==> src/rtl/fetch_queue.sv <==
// fetch_queue: issues sequential fetch PCs to a 1-cycle instruction memory and buffers {pc,instr}
// pairs in a DEPTH-entry FIFO for decode; redirects flush the FIFO and kill the in-flight fetch.
module fetch_queue #(
    parameter int PC_W = 9,
    parameter int INS_W = 32,
    parameter int DEPTH = 4,
    parameter logic [PC_W-1:0] RESET_PC = '0
) (
    input  logic                       clk,
    input  logic                       reset,
    output logic                       imem_req,
    output logic [PC_W-1:0]            imem_addr,
    input  logic [INS_W-1:0]           imem_rdata,
    input  logic                       redirect_valid,
    input  logic [PC_W-1:0]            redirect_pc,
    output logic                       id_valid,
    input  logic                       id_ready,
    output logic [PC_W-1:0]            id_pc,
    output logic [INS_W-1:0]           id_instr,
    output logic [$clog2(DEPTH+1)-1:0] count
);
    localparam int AW = $clog2(DEPTH);
    localparam int CW = $clog2(DEPTH+1);

    logic [PC_W-1:0]  fpc_q, fpc_d, ipc_q, ipc_d;
    logic             inf_q, inf_d;
    logic [CW-1:0]    cnt_q, cnt_d;
    logic [AW-1:0]    rd_q, rd_d, wr_q, wr_d;
    logic [PC_W-1:0]  pc_mem_q [DEPTH];
    logic [INS_W-1:0] ins_mem_q [DEPTH];
    logic [CW:0]      used;
    logic             issue, push, pop;

    // An in-flight fetch holds a credit so its return always finds a free slot.
    assign used      = {1'b0, cnt_q} + (CW+1)'(inf_q);
    assign issue     = reset & ~redirect_valid & (used < (CW+1)'(DEPTH));
    assign push      = reset & ~redirect_valid & inf_q;
    assign id_valid  = reset & (cnt_q != '0);
    assign pop       = ~redirect_valid & id_valid & id_ready;
    assign imem_req  = issue;
    assign imem_addr = fpc_q;
    assign id_pc     = id_valid ? pc_mem_q[rd_q] : '0;
    assign id_instr  = id_valid ? ins_mem_q[rd_q] : '0;
    assign count     = reset ? cnt_q : '0;

    always_comb begin
        fpc_d = issue ? fpc_q + PC_W'(4) : fpc_q;
        ipc_d = issue ? fpc_q : ipc_q;
        inf_d = issue;
        rd_d  = pop ? rd_q + AW'(1) : rd_q;
        wr_d  = push ? wr_q + AW'(1) : wr_q;
        cnt_d = cnt_q + CW'(push) - CW'(pop);
    end

    always_ff @(posedge clk) begin
        if (!reset) begin
            fpc_q <= RESET_PC;
            ipc_q <= '0;
            inf_q <= 1'b0;
            cnt_q <= '0;
            rd_q  <= '0;
            wr_q  <= '0;
            for (int i = 0; i < DEPTH; i++) begin
                pc_mem_q[i]  <= '0;
                ins_mem_q[i] <= '0;
            end
        end else if (redirect_valid) begin
            fpc_q <= redirect_pc;
            inf_q <= 1'b0;
            cnt_q <= '0;
            rd_q  <= '0;
            wr_q  <= '0;
        end else begin
            fpc_q <= fpc_d;
            ipc_q <= ipc_d;
            inf_q <= inf_d;
            cnt_q <= cnt_d;
            rd_q  <= rd_d;
            wr_q  <= wr_d;
            if (push) begin
                pc_mem_q[wr_q]  <= ipc_q;
                ins_mem_q[wr_q] <= imem_rdata;
            end
        end
    end
endmodule

==> config.mk <==
export PLATFORM = sky130hd
export DESIGN_NAME = fetch_queue
export DESIGN_NICKNAME = d
export VERILOG_FILES = /design/src/rtl/fetch_queue.sv
export SDC_FILE = /design/constraint.sdc
export NUM_CORES = 1
export LEC_CHECK = 0
export ABC_AREA = 1
export CAP_MARGIN = 5
export CORE_MARGIN = 3
export CORE_UTILIZATION = 60
export DETAILED_ROUTE_END_ITERATION = 12
export GPL_ROUTABILITY_DRIVEN = 0
export PLACE_DENSITY = 0.85
export SETUP_SLACK_MARGIN = 0.05
export SYNTH_ARGS = -nofsm -noshare
export SYNTH_HDL_FRONTEND = slang
export SYNTH_SLANG_ARGS = --single-unit
==> constraint.sdc <==
create_clock -name clk -period 5.19 [get_ports clk]
set_clock_uncertainty 0.1 [all_clocks]
set_input_delay 0.519 -clock clk [delete_from_list [all_inputs] [get_ports clk]]
set_output_delay 0.519 -clock clk [all_outputs]
set_load 0.1 [all_outputs]
==> impl_results.md, run 1 <==
* CTS max path bufs at 2
* Total CTS buffers at 17
* Commonest non-fill, non-tap cell in the layout: nor2_1
* Status: finished clean
* Critical-path top delay cell: dfxtp_2
* Vias/cell at 5.45
* Crit start category: flip-flop
* Root Driver: clkbuf_16
* Initial core utilization at 61.6%
* Post-DP HPWL at 10.4 mm
* Clk_lat worst skew at 0.42 ns
* Synth Area in Compound Gates at 9.03%
* Met3 Usage GRT at 3.86%
* Diodes inserted at 0
* Synth warn at 0
* Cell breakdown of the critical path: clkinv_1 -> buf_4 -> nor2_1 -> o21ai_0 -> a21oi_1 -> buf_4
* WS Path Type: reg -> out
* Post-CTS Setup Bufs at 0
* # DRC at 0
* Post-route ant nets at 0
* Max Slew Vio Count at 0
* Grt total ovfl at 0
* Min Tclk post-route at 4.00 ns
* Final setup viols at 0
* CP dominant cell by count: buf_4
* CTS tree: yes
* Worst slew pin tran at 1.09 ns
* Largest family of logic cells by synthesized area: simple AND/OR/NAND/NOR gates
* Cts hold-fix bufs at 0
* GR peak layer: met2
* Mapped Nets at 946
* Core Rows at 43
* #FFs+latches synth at 192
* Post-synth cell types at 27
* Fin. Hold Viols at 0
* Synthesized area per cell at 9.58 µm²
* Total global-route track usage at 22.8%
* Max Cap Violations at 0
* Relative slew slack at 26.8%
* PnR Total Power at 3.23 mW
* Worst Path Arrival at 3.38 ns
* Cell Area, Synth at 8590 µm²
* Routed wire per std cell at 15.5 µm
* Post-synthesis simple-gate area fraction at 19.7%
* Max VDD drop at 214 µV
* P&R area growth vs syn at 17.0%
* Die width at 126 µm
* Most frequent cells in the layout: 347 x nor2_1, 164 x edfxtp_1, 75 x o21ai_0, 63 x inv_1
* Synthesized instance count at 896
* IO Pins at 100
* Final wirelength at 17.9 mm
* TritonRoute pass-1 iters at 5
* Hold Crit Class: reg -> reg
* Initial antenna violation count at 0
* Largest net degree at the start of global routing at 83
* Fill count at 962
* Ratio of final minimum period to clock period at 77.0%
* CTS clock-pin slew for the worst setup and hold paths at 0.06 ns
* Grt met1 use at 29.6%
* Leakage at 4.03 nW
* Post-Synth Adder-Cell Area at 0.816%
* Crit end category: output port
* Resized Gates After CTS at 0
* Register area share after synthesis at 63.9%
* Core area at 13900 µm²
* PwrDens at 322 nW/µm²
* Via count at 6328
* Fmax at 250 MHz
* # clock sinks at 192
* Worst endpoint required time at 4.57 ns
* Height of the die at 126 µm
* Die Area at 15800 µm²
* First-pass GRT wire length at 28.5 mm
* Delay of the slowest critical-path stage at 0.91 ns
* Mux cell area share after synthesis at 0%
* Routing usage on met2 at 38.9%
* H-Tree Level Count at 4
* Setup TNS at 0 ns
* Synth Area in XOR/XNOR at 0.102%
* Vias in the first global route at 5941
* Max Fanout on Critical Path at 42
* Buffers on Ports at 99
* Final net count at 1018
* First DRT Iteration DRCs at 632
* Share of layout cells above drive strength 1 at 9.48%
* RSZ-0062 raised after global routing: no
-- per-layer routing --
| metal | vias up | wire, µm |
|---|---|---|
| met1 | 3000 | 7470 |
| met5 | - | 0 |
| met3 | 19 | 1070 |
| li1 | 3085 | - |
| met2 | 224 | 9200 |
| met4 | 0 | 204 |
-- cells by family (layout without fill, tap and decap cells) --
family                     after synthesis  after routing
and+or+nand+nor                        425            425
DFF                                    192            192
buffers and inverters                  119            204
AOI/OAI and AO/OA                      154            154
xor gates and xnor gates                 1              1
adders and majority gates                5              5
-- through the flow --
step	cell area (µm²)	cells	utilization, %	hold slack (ns)	setup slack, ns
after CTS	10000	1161	72.1	0.371	1.17
after global routing	10000	1161	72.1	0.414	0.978
after floorplan	8590	896	-	0.333	1.12
after detailed placement	9470	1129	67.9	0.361	1.13
after global placement	9470	1129	67.9	0.353	1.24
final	10000	1161	72.1	0.376	1.19
-- critical path, delay by kind of cell (launching register included) --
family          cells  cell delay, ns
flops               1            0.91
simple gates        1            0.13
buf+inv             3            1.61
compound gates      2            0.29
-- cells in the mapped netlist --
master | n | share of area (%)
dfxtp_1 | 28 | 6.5
buf_2 | 8 | 0.47
a21oi_1 | 59 | 3.4
nor2_4 | 1 | 0.13
nand2_1 | 49 | 2.1
edfxtp_1 | 164 | 57
nand3_1 | 18 | 1.0
nand2_4 | 3 | 0.39
nor2_2 | 1 | 0.073
o21bai_1 | 2 | 0.17
inv_2 | 2 | 0.087
fa_1 | 1 | 0.23
xor2_1 | 1 | 0.10
inv_4 | 1 | 0.073
inv_1 | 64 | 2.8
nand4_1 | 2 | 0.15
buf_4 | 1 | 0.087
clkbuf_1 | 31 | 1.4
nand3_2 | 1 | 0.12
o21ai_1 | 18 | 1.0
nor2_8 | 1 | 0.23
buf_6 | 12 | 1.6
nor2_1 | 347 | 15
o21ai_0 | 75 | 4.4
ha_1 | 4 | 0.58
or2_2 | 1 | 0.073
nand3_4 | 1 | 0.20
-- cell type report --
class	count	area (µm²)	share of cell area [%]
Clock buffer	28	559	5.57
Sequential cell	192	5490	54.6
Clock inverter	4	20.0	0.199
Timing Repair Buffer	105	933	9.29
Tap cell	180	225	2.24
Inverter	67	254	2.53
Multi-Input combinational cell	585	2570	25.6
-- state kept, by name (all words and copies together), names as in the netlist, named ones only --
| register | cells |
|---|---|
| rd_q | 2 |
| imem_addr | 9 |
| ipc_q | 9 |
| ins_mem_q | 128 |
| pc_mem_q | 36 |
| wr_q | 2 |
| cnt_q | 3 |
| inf_q | 1 |
-- power by group --
| part | switching, mW | internal [mW] | leakage (nW) |
|---|---|---|---|
| Combinational | 0.160 | 0.0683 | 1.82 |
| Sequential | 0.0227 | 1.74 | 1.92 |
| Clock | 0.513 | 0.733 | 0.290 |
-- final timing paths --
path,from,end,slack [ns],cells after the start
min reg2reg,rd_q[1]$_SDFFE_PP0P_,flip-flop,0.38,2
min,rd_q[1]$_SDFFE_PP0P_,flip-flop,0.38,2
max reg2reg,inf_q$_SDFF_PP0_,ins_mem_q[2][18]$_SDFFCE_PN0P_,2.18,4
max,flip-flop,id_instr[29],1.19,6
(Power assumes the default switching activity.)
==> run 2, diff against run 1 <==
--- a/config.mk
+++ b/config.mk
@@ -8,10 +8,10 @@
 export ABC_AREA = 1
 export CAP_MARGIN = 5
 export CORE_MARGIN = 3
-export CORE_UTILIZATION = 60
+export CORE_UTILIZATION = 56
 export DETAILED_ROUTE_END_ITERATION = 12
 export GPL_ROUTABILITY_DRIVEN = 0
-export PLACE_DENSITY = 0.85
+export PLACE_DENSITY = 0.8
 export SETUP_SLACK_MARGIN = 0.05
 export SYNTH_ARGS = -nofsm -noshare
 export SYNTH_HDL_FRONTEND = slang
==> constraint.sdc (replaced) <==
create_clock -name clk -period 3.8 [get_ports clk]
set_clock_uncertainty 0.1 [all_clocks]
set_input_delay 0.38 -clock clk [delete_from_list [all_inputs] [get_ports clk]]
set_output_delay 0.38 -clock clk [all_outputs]
set_load 0.1 [all_outputs]
==> run 2 against run 1 <==
  * Final area increased by 6.2%
  * Critical path depth is 2 higher
  * Hold slack lost 0.0095 ns
  * Via count rose by 3.9%
  * Largest cell class unchanged
  * Wire length up 9.6%
  * Global-route usage grew 1.6 points
  * Clock power up 41%
==> impl_results.md, run 2 (synthesis gave the netlist of run 1 again) <==
* Worst slew pin tran at 0.967 ns (was 1.09 ns)
* Die width at 130 µm (was 126 µm)
* Sequential Area at 5490 µm² (unchanged)
* # clock sinks at 192 (unchanged)
* Diodes inserted at 0 (unchanged)
* Largest register FFs at 128 (unchanged)
* Fmax at 328 MHz
* Final setup viols at 0 (unchanged)
* Post-DP HPWL at 11.5 mm (was 10.4 mm)
* Vias in the first global route at 6388 (was 5941)
* Max Slew Vio Count at 0 (unchanged)
* Relative slew slack at 35.3% (was 26.8%)
* IO Pins at 100 (unchanged)
* Final net count at 1028 (was 1018)
* Setup TNS at 0 ns (unchanged)
* Reg2reg end: cnt_q[2]$_SDFF_PP0_ (was ins_mem_q[2][18]$_SDFFCE_PN0P_)
* Hold Crit Class: reg -> reg (unchanged)
* Max Cap Violations at 0 (unchanged)
* Vias/cell at 5.60 (was 5.45)
* Initial core utilization at 58.2% (was 61.6%)
* Fill count at 1061 (was 962)
* Status: finished clean (unchanged)
* Max VDD drop at 284 µV (was 214 µV)
* Buffers on Ports at 99 (unchanged)
* Core Rows at 44 (was 43)
* Min-Delay Startpoint: rd_q[1]$_SDFFE_PP0P_ (unchanged)
* Post-CTS Setup Bufs at 0 (unchanged)
* Core area at 14800 µm² (was 13900 µm²)
* Min Tclk post-route at 3.05 ns
* Cts hold-fix bufs at 0 (unchanged)
* Share of layout cells above drive strength 1 at 10.7% (was 9.48%)
* Crit start category: primary input (was flip-flop)
* TritonRoute pass-1 iters at 5 (unchanged)
* Initial antenna violation count at 0 (unchanged)
* RSZ-0062 raised after global routing: no (unchanged)
* Reg-to-Reg Start: cnt_q[0]$_SDFF_PP0_ (was inf_q$_SDFF_PP0_)
* CTS clock-pin slew for the worst setup and hold paths at 0.06 ns (about the same)
* Fin. Hold Viols at 0 (unchanged)
* PwrDens at 421 nW/µm² (was 322 nW/µm²)
* Worst Path Arrival at 2.57 ns (was 3.38 ns)
* Routed wire per std cell at 16.7 µm (was 15.5 µm)
* Multi-input logic area at 2570 µm² (unchanged)
* CTS tree: yes (unchanged)
* Crit end category: output port (unchanged)
* PnR Total Power at 4.49 mW (was 3.23 mW)
* Max Fanout on Critical Path at 41 (was 42)
* Final wirelength at 19.7 mm (was 17.9 mm)
* R2r setup slk at 1.76 ns (was 2.18 ns)
* Root Driver: clkbuf_16 (unchanged)
* Largest register by flop count: ins_mem_q (unchanged)
* Clk_lat worst skew at 0.43 ns (was 0.42 ns)
* Reg2Reg Depth at 10 (was 4)
* Commonest non-fill, non-tap cell in the layout: nor2_1 (unchanged)
* Most frequent cells in the layout: 347 x nor2_1, 164 x edfxtp_1, 75 x o21ai_0, 64 x inv_1, 58 x a21oi_1 (was 347 x nor2_1, 164 x edfxtp_1, 75 x o21ai_0, 63 x inv_1)
* CTS max path bufs at 2 (unchanged)
* Die Area at 16900 µm² (was 15800 µm²)
* Ratio of final minimum period to clock period at 80.2%
* Cell breakdown of the critical path: clkdlybuf4s50_1 -> buf_4 -> nand2_1 -> nand3_1 -> inv_1 -> buf_4 -> a21oi_1 -> buf_12 (was clkinv_1 -> buf_4 -> nor2_1 -> o21ai_0 -> a21oi_1 -> buf_4)
* Worst endpoint required time at 3.32 ns (was 4.57 ns)
* Grt total ovfl at 0 (unchanged)
* First DRT Iteration DRCs at 719 (was 632)
* Total CTS buffers at 17 (unchanged)
* WS Path Type: in -> out (was reg -> out)
* Top flop regs: ins_mem_q: 128 flops, pc_mem_q: 36 flops (unchanged)
* Post-route ant nets at 0 (unchanged)
* Delay of the slowest critical-path stage at 0.74 ns (was 0.91 ns)
* Resized Gates After CTS at 0 (unchanged)
* Largest net degree at the start of global routing at 83 (unchanged)
* CP dominant cell by count: buf_4 (unchanged)
* P&R area growth vs syn at 24.2% (was 17.0%)
* Hold path cells at 2 (unchanged)
* Critical-path top delay cell: clkdlybuf4s50_1 (was dfxtp_2)
* First-pass GRT wire length at 31.7 mm (was 28.5 mm)
* Leakage at 4.19 nW (was 4.03 nW)
* Total global-route track usage at 24.4% (was 22.8%)
* H-Tree Level Count at 4 (unchanged)
* Height of the die at 130 µm (was 126 µm)
* Via count at 6576 (was 6328)
* # DRC at 0 (unchanged)
-- run 2: cell types whose count changed in the layout (fill, tap and decap cells not counted), moves of 2 or more --
cell and change:
buf_12 +44, buf_4 -29, clkbuf_8 -5, clkdlybuf4s50_1 -5
bufinv_16 +3, clkinvlp_4 +3, clkbuf_16 -2, clkinv_1 +2
clkinv_2 -2
-- run 2: report_power, final --
part	leakage (nW)	switching, mW	internal (mW)	total [mW]
combinational	1.99	0.224	0.106	0.330
sequential	1.92	0.0320	2.37	2.40
clock	0.273	0.735	1.03	1.76
-- run 2: final cells by class --
cell class,instances,area share [%]
Timing Repair Buffer,115,14.5
Clock buffer,20,4.09
Tap cell,184,2.16
Clock inverter,12,1.34
Sequential cell,192,51.5
Multi-Input combinational cell,585,24.1
Inverter,67,2.38
-- run 2: how the worst max path moves through the flow --
stage | from | end | slack (ns) | depth (start not counted)
floorplan | reset | id_instr[0] | 0.01 | 6
global placement | reset | id_pc[7] | 0.80 | 8
detailed placement | redirect_valid | cnt_q[2]$_SDFF_PP0_ | 0.74 | 10
CTS | reset | id_pc[7] | 0.74 | 8
global route | reset | id_pc[5] | 0.62 | 8
finish | reset | id_pc[5] | 0.75 | 8
-- run 2: per-layer routing --
layer	vias up	share of wire, %	track usage, %
li1	3103	-	-
met1	3126	40	31.1
met2	306	50	41.0
met3	41	8.0	5.69
met4	0	2.2	9.05
met5	-	0	0
-- run 2: stage by stage --
| step | instances | util [%] | hold WS (ns) | area, µm² | worst slack, ns |
|---|---|---|---|---|---|
| 5_1_grt | 1175 | 72.3 | 0.390 | 10700 | 0.620 |
| 6_report | 1175 | 72.3 | 0.366 | 10700 | 0.754 |
| 4_1_cts | 1175 | 72.3 | 0.371 | 10700 | 0.737 |
| 3_3_place_gp | 1143 | 68.4 | 0.346 | 10100 | 0.797 |
| 3_5_place_dp | 1143 | 68.4 | 0.364 | 10100 | 0.741 |
| 2_1_floorplan | 896 | - | 0.333 | 8590 | 0.00965 |
-- run 2: critical path, delay by kind of cell --
family | cells | cell delay [ns]
buf+inv | 5 | 1.57
compound gates | 1 | 0.37
simple gates | 2 | 0.23
